File: src/rtl/masking_share_gen.sv
// Splits each plaintext bit pair into two Boolean shares and emits a fresh remask bit.
// Randomness comes from a reseedable 32-bit Fibonacci LFSR that only advances while warming up or on an accept.
module masking_share_gen #(
  parameter logic [31:0] SEED   = 32'hACE1_2468,
  parameter int unsigned WARMUP = 8
) (
  input  logic        clk,
  input  logic        rst_n,
  input  logic        i_valid,
  output logic        o_ready,
  input  logic        i_a,
  input  logic        i_b,
  input  logic        i_reseed,
  input  logic [31:0] i_seed,
  output logic        o_valid,
  input  logic        i_ready,
  output logic        o_a0,
  output logic        o_a1,
  output logic        o_b0,
  output logic        o_b1,
  output logic        o_rN,
  output logic        o_busy
);

  localparam int CW = (WARMUP < 2) ? 1 : $clog2(WARMUP + 1);

  typedef enum logic {WARM, RUN} state_t;

  generate
    if (SEED == 32'd0) begin : g_bad_seed
      $error("masking_share_gen: SEED must be non-zero");
    end
  endgenerate

  function automatic logic [31:0] lfsr_step(input logic [31:0] s);
    return {s[30:0], s[31] ^ s[21] ^ s[1] ^ s[0]};
  endfunction

  state_t        state_reg, state_next;
  logic [CW-1:0] cnt_reg, cnt_next;
  logic [31:0]   lfsr_reg, lfsr_next;
  logic          valid_reg, valid_next;
  // Packed as {rN, b1, b0, a1, a0}
  logic [4:0]    share_reg, share_next;

  logic [31:0] step1;
  logic [31:0] step3;
  logic        accept;

  assign step1 = lfsr_step(lfsr_reg);
  assign step3 = lfsr_step(lfsr_step(step1));

  // A reseed cycle never consumes the offered word, so it is not advertised as ready.
  assign o_ready = (state_reg == RUN) && (~valid_reg || i_ready) && ~i_reseed;
  assign accept  = o_ready && i_valid;

  always_comb begin
    state_next = state_reg;
    cnt_next   = cnt_reg;
    lfsr_next  = lfsr_reg;
    valid_next = valid_reg;
    share_next = share_reg;
    if (i_reseed) begin
      lfsr_next  = (i_seed == 32'd0) ? SEED : i_seed;
      valid_next = 1'b0;
      cnt_next   = CW'(WARMUP);
      state_next = WARM;
    end else begin
      case (state_reg)
        WARM: begin
          if (cnt_reg == '0) begin
            state_next = RUN;
          end else begin
            lfsr_next = step1;
            cnt_next  = cnt_reg - CW'(1);
            // Leave on the last warm-up step so busy lasts exactly WARMUP cycles.
            if (cnt_reg == CW'(1)) begin
              state_next = RUN;
            end
          end
        end
        RUN: begin
          if (accept) begin
            share_next = {lfsr_reg[2], i_b ^ lfsr_reg[1], lfsr_reg[1], i_a ^ lfsr_reg[0], lfsr_reg[0]};
            valid_next = 1'b1;
            lfsr_next  = step3;
          end else if (valid_reg && i_ready) begin
            valid_next = 1'b0;
          end
        end
        default: state_next = WARM;
      endcase
    end
  end

  always_ff @(posedge clk or negedge rst_n) begin
    if (!rst_n) begin
      state_reg <= WARM;
      cnt_reg   <= CW'(WARMUP);
      lfsr_reg  <= SEED;
      valid_reg <= 1'b0;
      share_reg <= '0;
    end else begin
      state_reg <= state_next;
      cnt_reg   <= cnt_next;
      lfsr_reg  <= lfsr_next;
      valid_reg <= valid_next;
      share_reg <= share_next;
    end
  end

  assign o_valid = valid_reg;
  assign o_a0    = share_reg[0];
  assign o_a1    = share_reg[1];
  assign o_b0    = share_reg[2];
  assign o_b1    = share_reg[3];
  assign o_rN    = share_reg[4];
  assign o_busy  = (state_reg == WARM);

endmodule

File: config.mk
export PLATFORM = sky130hd
export DESIGN_NAME = masking_share_gen
export DESIGN_NICKNAME = d
export VERILOG_FILES = /design/src/rtl/masking_share_gen.sv
export SDC_FILE = /design/constraint.sdc
export NUM_CORES = 1
export LEC_CHECK = 0
export BUFFER_PORTS_ARGS = -buffer_cell sky130_fd_sc_hd__buf_2
export CORE_ASPECT_RATIO = 1.4
export CORE_UTILIZATION = 46
export CTS_BUF_LIST = sky130_fd_sc_hd__clkbuf_4 sky130_fd_sc_hd__clkbuf_8
export CTS_CLUSTER_SIZE = 40
export DETAILED_ROUTE_END_ITERATION = 8
export PLACE_DENSITY = 0.71
export SKIP_LAST_GASP = 1
export SLEW_MARGIN = 10
export SYNTH_ARGS = -nofsm -noshare
export SYNTH_HDL_FRONTEND = slang
export SYNTH_SLANG_ARGS = --single-unit
File: constraint.sdc
create_clock -name clk -period 1.7 [get_ports clk]
set_input_delay 0.425 -clock clk [delete_from_list [all_inputs] [get_ports clk]]
set_output_delay 0.425 -clock clk [all_outputs]
set_load 0.01 [all_outputs]
-- Word level (Yosys, flattened, before mapping)
Index checks and enable logic that the tools add are counted.
W data, S select, Z words.
- $add $sub $neg: 1
- equal/unequal tests: 5
- multiplexer cells: 16
- bitwise gates (word level): 14
- reductions and logical operators: 13
- operators by type and width (operator ; number):
    $mux W32 ; 4
    $pmux W32 S2 ; 1
    $logic_not A32 Y1 ; 1
    $mux W4 ; 3
    $xor A1 B1 Y1 ; 11
    $mux W1 ; 8
    $reduce_and A2 Y1 ; 3
    $eq A4 B1 Y1 const B ; 1
    $logic_and A1 B1 Y1 ; 4
    $logic_not A4 Y1 ; 1
    $ne A2 B2 Y1 const B ; 2
    $sub A4 B1 Y4 const B ; 1
    $ne A3 B2 Y1 const B ; 1
    $ne A3 B3 Y1 const B ; 1
    $not A1 Y1 ; 3
    $reduce_and A3 Y1 ; 1
    $reduce_bool A3 Y1 ; 1
    $reduce_bool A2 Y1 ; 1
    $logic_or A1 B1 Y1 ; 1
- bits in registers: 43
- logic and storage cells: 54

-- Depth between registers and ports, before layout
- depth after elaboration: 8
- depth in mapped cells: 8
- mapped depth without buffers: 6

-- Worst setup path after synthesis
Ideal clock, no wire load.
- path type: register to register
- start: register cnt_reg[0]
- end: register lfsr_reg[19]
- library setup time: 0.135 ns
- arrival time: 1.498 ns
- required time: 1.565 ns
- path slack: 0.068 ns
- stages on the path, launching flop included: 9
- period minus slack after synthesis: 1.632 ns
- cell sequence: dfrtp_1 > inv_1 > ha_1 > nor3b_2 > o32ai_2 > buf_6 > buf_12 > mux2i_1 > o21ai_1
- word-level cells in the longest chain between the ends: 3
- ends and longest elaborated chain (item ; RTL line ; RTL):
    start, declared ; 40 ; logic [CW-1:0] cnt_reg, cnt_next;
    start signal, assigned ; 99 ; cnt_reg <= CW'(WARMUP);
    start signal, assigned ; 105 ; cnt_reg <= cnt_next;
    $logic_not A4 Y1 ; 71 ; if (cnt_reg == '0) begin
    $ne A3 B3 Y1 (no source line) ; - ;
    $reduce_and A2 Y1 (no source line) ; - ;
    end signal, assigned ; 106 ; lfsr_reg <= lfsr_next;
    end, declared ; 41 ; logic [31:0] lfsr_reg, lfsr_next;
No other way between the ends.
A chain may end at the register's enable or synchronous reset.

-- Final worst setup path
- start: register cnt_reg[1]
- end: register lfsr_reg[6]
Same word-level chain as after synthesis.

==> run metrics <==
met2 WL post-DR ~3200 µm; uppermost layer routed met4; Mapped Area approximately 0.0028 mm²; maximum clock frequency 603 MHz; vias in the first global route 2102; worst reg2reg endpoint lfsr_reg[6]; Slew Limit Fails 0; RSZ-0062 raised after global routing true; Seq cells post-synth 43; Tcrit/Tclk final 0.976; cells on worst reg2reg path 8; final instance area ~0.0033 mm²; worst-path maximum fanout 9; Yosys warning total 0; TritonRoute pass-1 iters 4; Antenna Violating Nets Remaining 0; Post-synth ARST share 1.00; CTS tree yes; commonest non-fill, non-tap cells in the layout buf_2, mux2i_1, mux2_1, dfrtp_1, nand2_1; ys flop type dfrtp_1; met3 WL around 210 µm; final net count about 360; DR iter-0 viols between 100 and 150; post-layout min period approximately 1.7 ns; Post-synth EDFFs 0; Placeable Area just under 0.006 mm²; Synth-to-Final Area Change 21.5%; cts hold-fix bufs 0; clk buf depth 2; Inserted Clock Buffers 5; Reg2Reg Launch Point cnt_reg[1]; clk slew on worst S/H paths roughly 0.09 ns; Pwr Density between 1500 and 2000 mW/mm²; FP Rows 33; DIE WIDTH around 67 µm; routed length per instance approximately 16 µm; normalized max-slew margin 0.557; Setup TNS Final 0 ns; largest net degree at the start of global routing 61; # IOs 47; MaxCap Viol Count 0; first-pass GRT wire length approximately 9900 µm; Worst Clk Skew around 0.011 ns; reg2reg setup slack roughly 0.041 ns; Cell Area, Placed ~0.0031 mm²; post-synthesis cell type count 44; routability congestion estimate 0.774; Port-buffer cells 46; Via Count about 2200; met1 WL 2690 µm; Vert. Die Dim between 90 and 100 µm; Mapped Cells roughly 260; Syn Nets approximately 300; Tot GR Track Use 0.209; die area 0.00630 mm²; Initial Util 0.472; Via density between 5 and 6; CP Class flop to flop; Finish-stage setup viols 0; maximum VDD drop slightly below 700 µV; Sinks on Clock Net 43; hpwl dp between 4000 and 5000 µm; sequential cell area fraction in the yosys report 0.398; # fillers 498; Worst-Margin Slew 0.664 ns; final wirelength between 6000 and 7000 µm; status finished clean; hold slack 0.0842 ns; Static Leak ~1.6 nW; CP Data Required Time around 1.9 ns; final std cells w/o fill approximately 390; synthesized area per cell 10.7 µm²; worst skew pair latency about 0.30 ns; ANT cells 0; final hold vios 0; CP endpoint kind flop; initial antenna violation count 0; Overflow after GRT 0; Cells after DPL about 370; layout cells sized above 1 0.330; commonest non-fill, non-tap cell in the layout buf_2; max FFs per register 32; Hold Path Class input port to asynchronous set/reset pin; crit path DAT 1.86 ns; clock root buffer clkbuf_8; CP startpoint kind flop; H-tree Lvls 2; residual DRC count 0
-- cell families after synthesis --
logic type               after synthesis  share of synthesized area
multiplexers                          76                      0.292
flip-flops                            43                      0.398
adder cells (fa/ha/maj)                3                     0.0137
XOR/XNOR                               9                     0.0337
buffers and inverters                 23                     0.0564
AO/OA/AOI/OAI                         47                      0.102
AND/OR/NAND/NOR                       55                      0.105
-- Yosys cell counts (all sizes together) (5+ instances only) --
| library cell | n | area share |
|---|---|---|
| mux2i | 42 | 0.15 |
| mux2 | 34 | 0.14 |
| dfrtp | 29 | 0.26 |
| nand2 | 22 | 0.030 |
| o21ai | 18 | 0.033 |
| a21oi | 16 | 0.029 |
| buf | 14 | 0.044 |
| dfstp | 14 | 0.13 |
| nor2 | 9 | 0.012 |
| nor4 | 8 | 0.018 |
| inv | 5 | 0.0068 |
-- worst max path at each step --
| stage | from | endpoint | slack, ns | cells past startpoint |
|---|---|---|---|---|
| final | cnt_reg[1] | lfsr_reg[6] | 0.04 | 8 |
| after global routing | cnt_reg[1] | lfsr_reg[2] | -0.04 | 8 |
| after CTS | state_reg | o_busy | -0.008 | 3 |
| after detailed placement | i_reseed | lfsr_reg[19] | -0.04 | 6 |
| after global placement | i_reseed | lfsr_reg[20] | -0.01 | 6 |
| after floorplan | cnt_reg[0] | lfsr_reg[19] | 0.07 | 8 |
-- area by class of cell --
cell class	count	area, µm²	share of cell area
multi-input combinational	190	1540	0.462
sequential	43	1090	0.328
timing repair buffer	69	503	0.151
clock buffer	7	90.1	0.0270
tap	70	87.6	0.0262
inverter	5	18.8	0.00562
clock inverter	1	5.00	0.00150
-- critical path, stage by stage, from the launching register on --
cell and delay (ns):
dfrtp_1 0.39, inv_2 0.09, ha_4 0.13, nor3b_4 0.23, o32ai_4 0.13, buf_6 0.15
clkbuf_16 0.16, mux2i_1 0.18, mux2i_1 0.10
-- per-layer routing --
layer / vias up / GRT usage
met5: - / 0
met4: 0 / 0.0798
met3: 7 / 0.0390
met2: 51 / 0.357
met1: 1075 / 0.253
li1: 1040 / -
-- metrics by stage --
| step | setup WS [ns] | power (mW) | util |
|---|---|---|---|
| floorplan | 0.0675 | 4.17 | - |
| global placement | -0.00995 | 4.68 | 0.538 |
| detailed placement | -0.0403 | 4.77 | 0.538 |
| CTS | -0.00819 | 5.52 | 0.556 |
| global route | -0.0376 | 6.24 | 0.574 |
| finish | 0.0413 | 5.82 | 0.574 |
-- where the power goes --
part | internal, mW | switching (mW)
combinational | 1.71 | 1.38
clock | 0.344 | 0.362
sequential | 1.60 | 0.429
total | 3.65 | 2.17
-- what timing repair did --
item | 4_1_cts | 5_1_grt
pin swaps | 0 | 2
gates resized for setup | 2 | 11
setup buffers | 0 | 5
setup endpoints to repair | 6 | 20
cloned | 0 | 2
(Power assumes the default switching activity.)
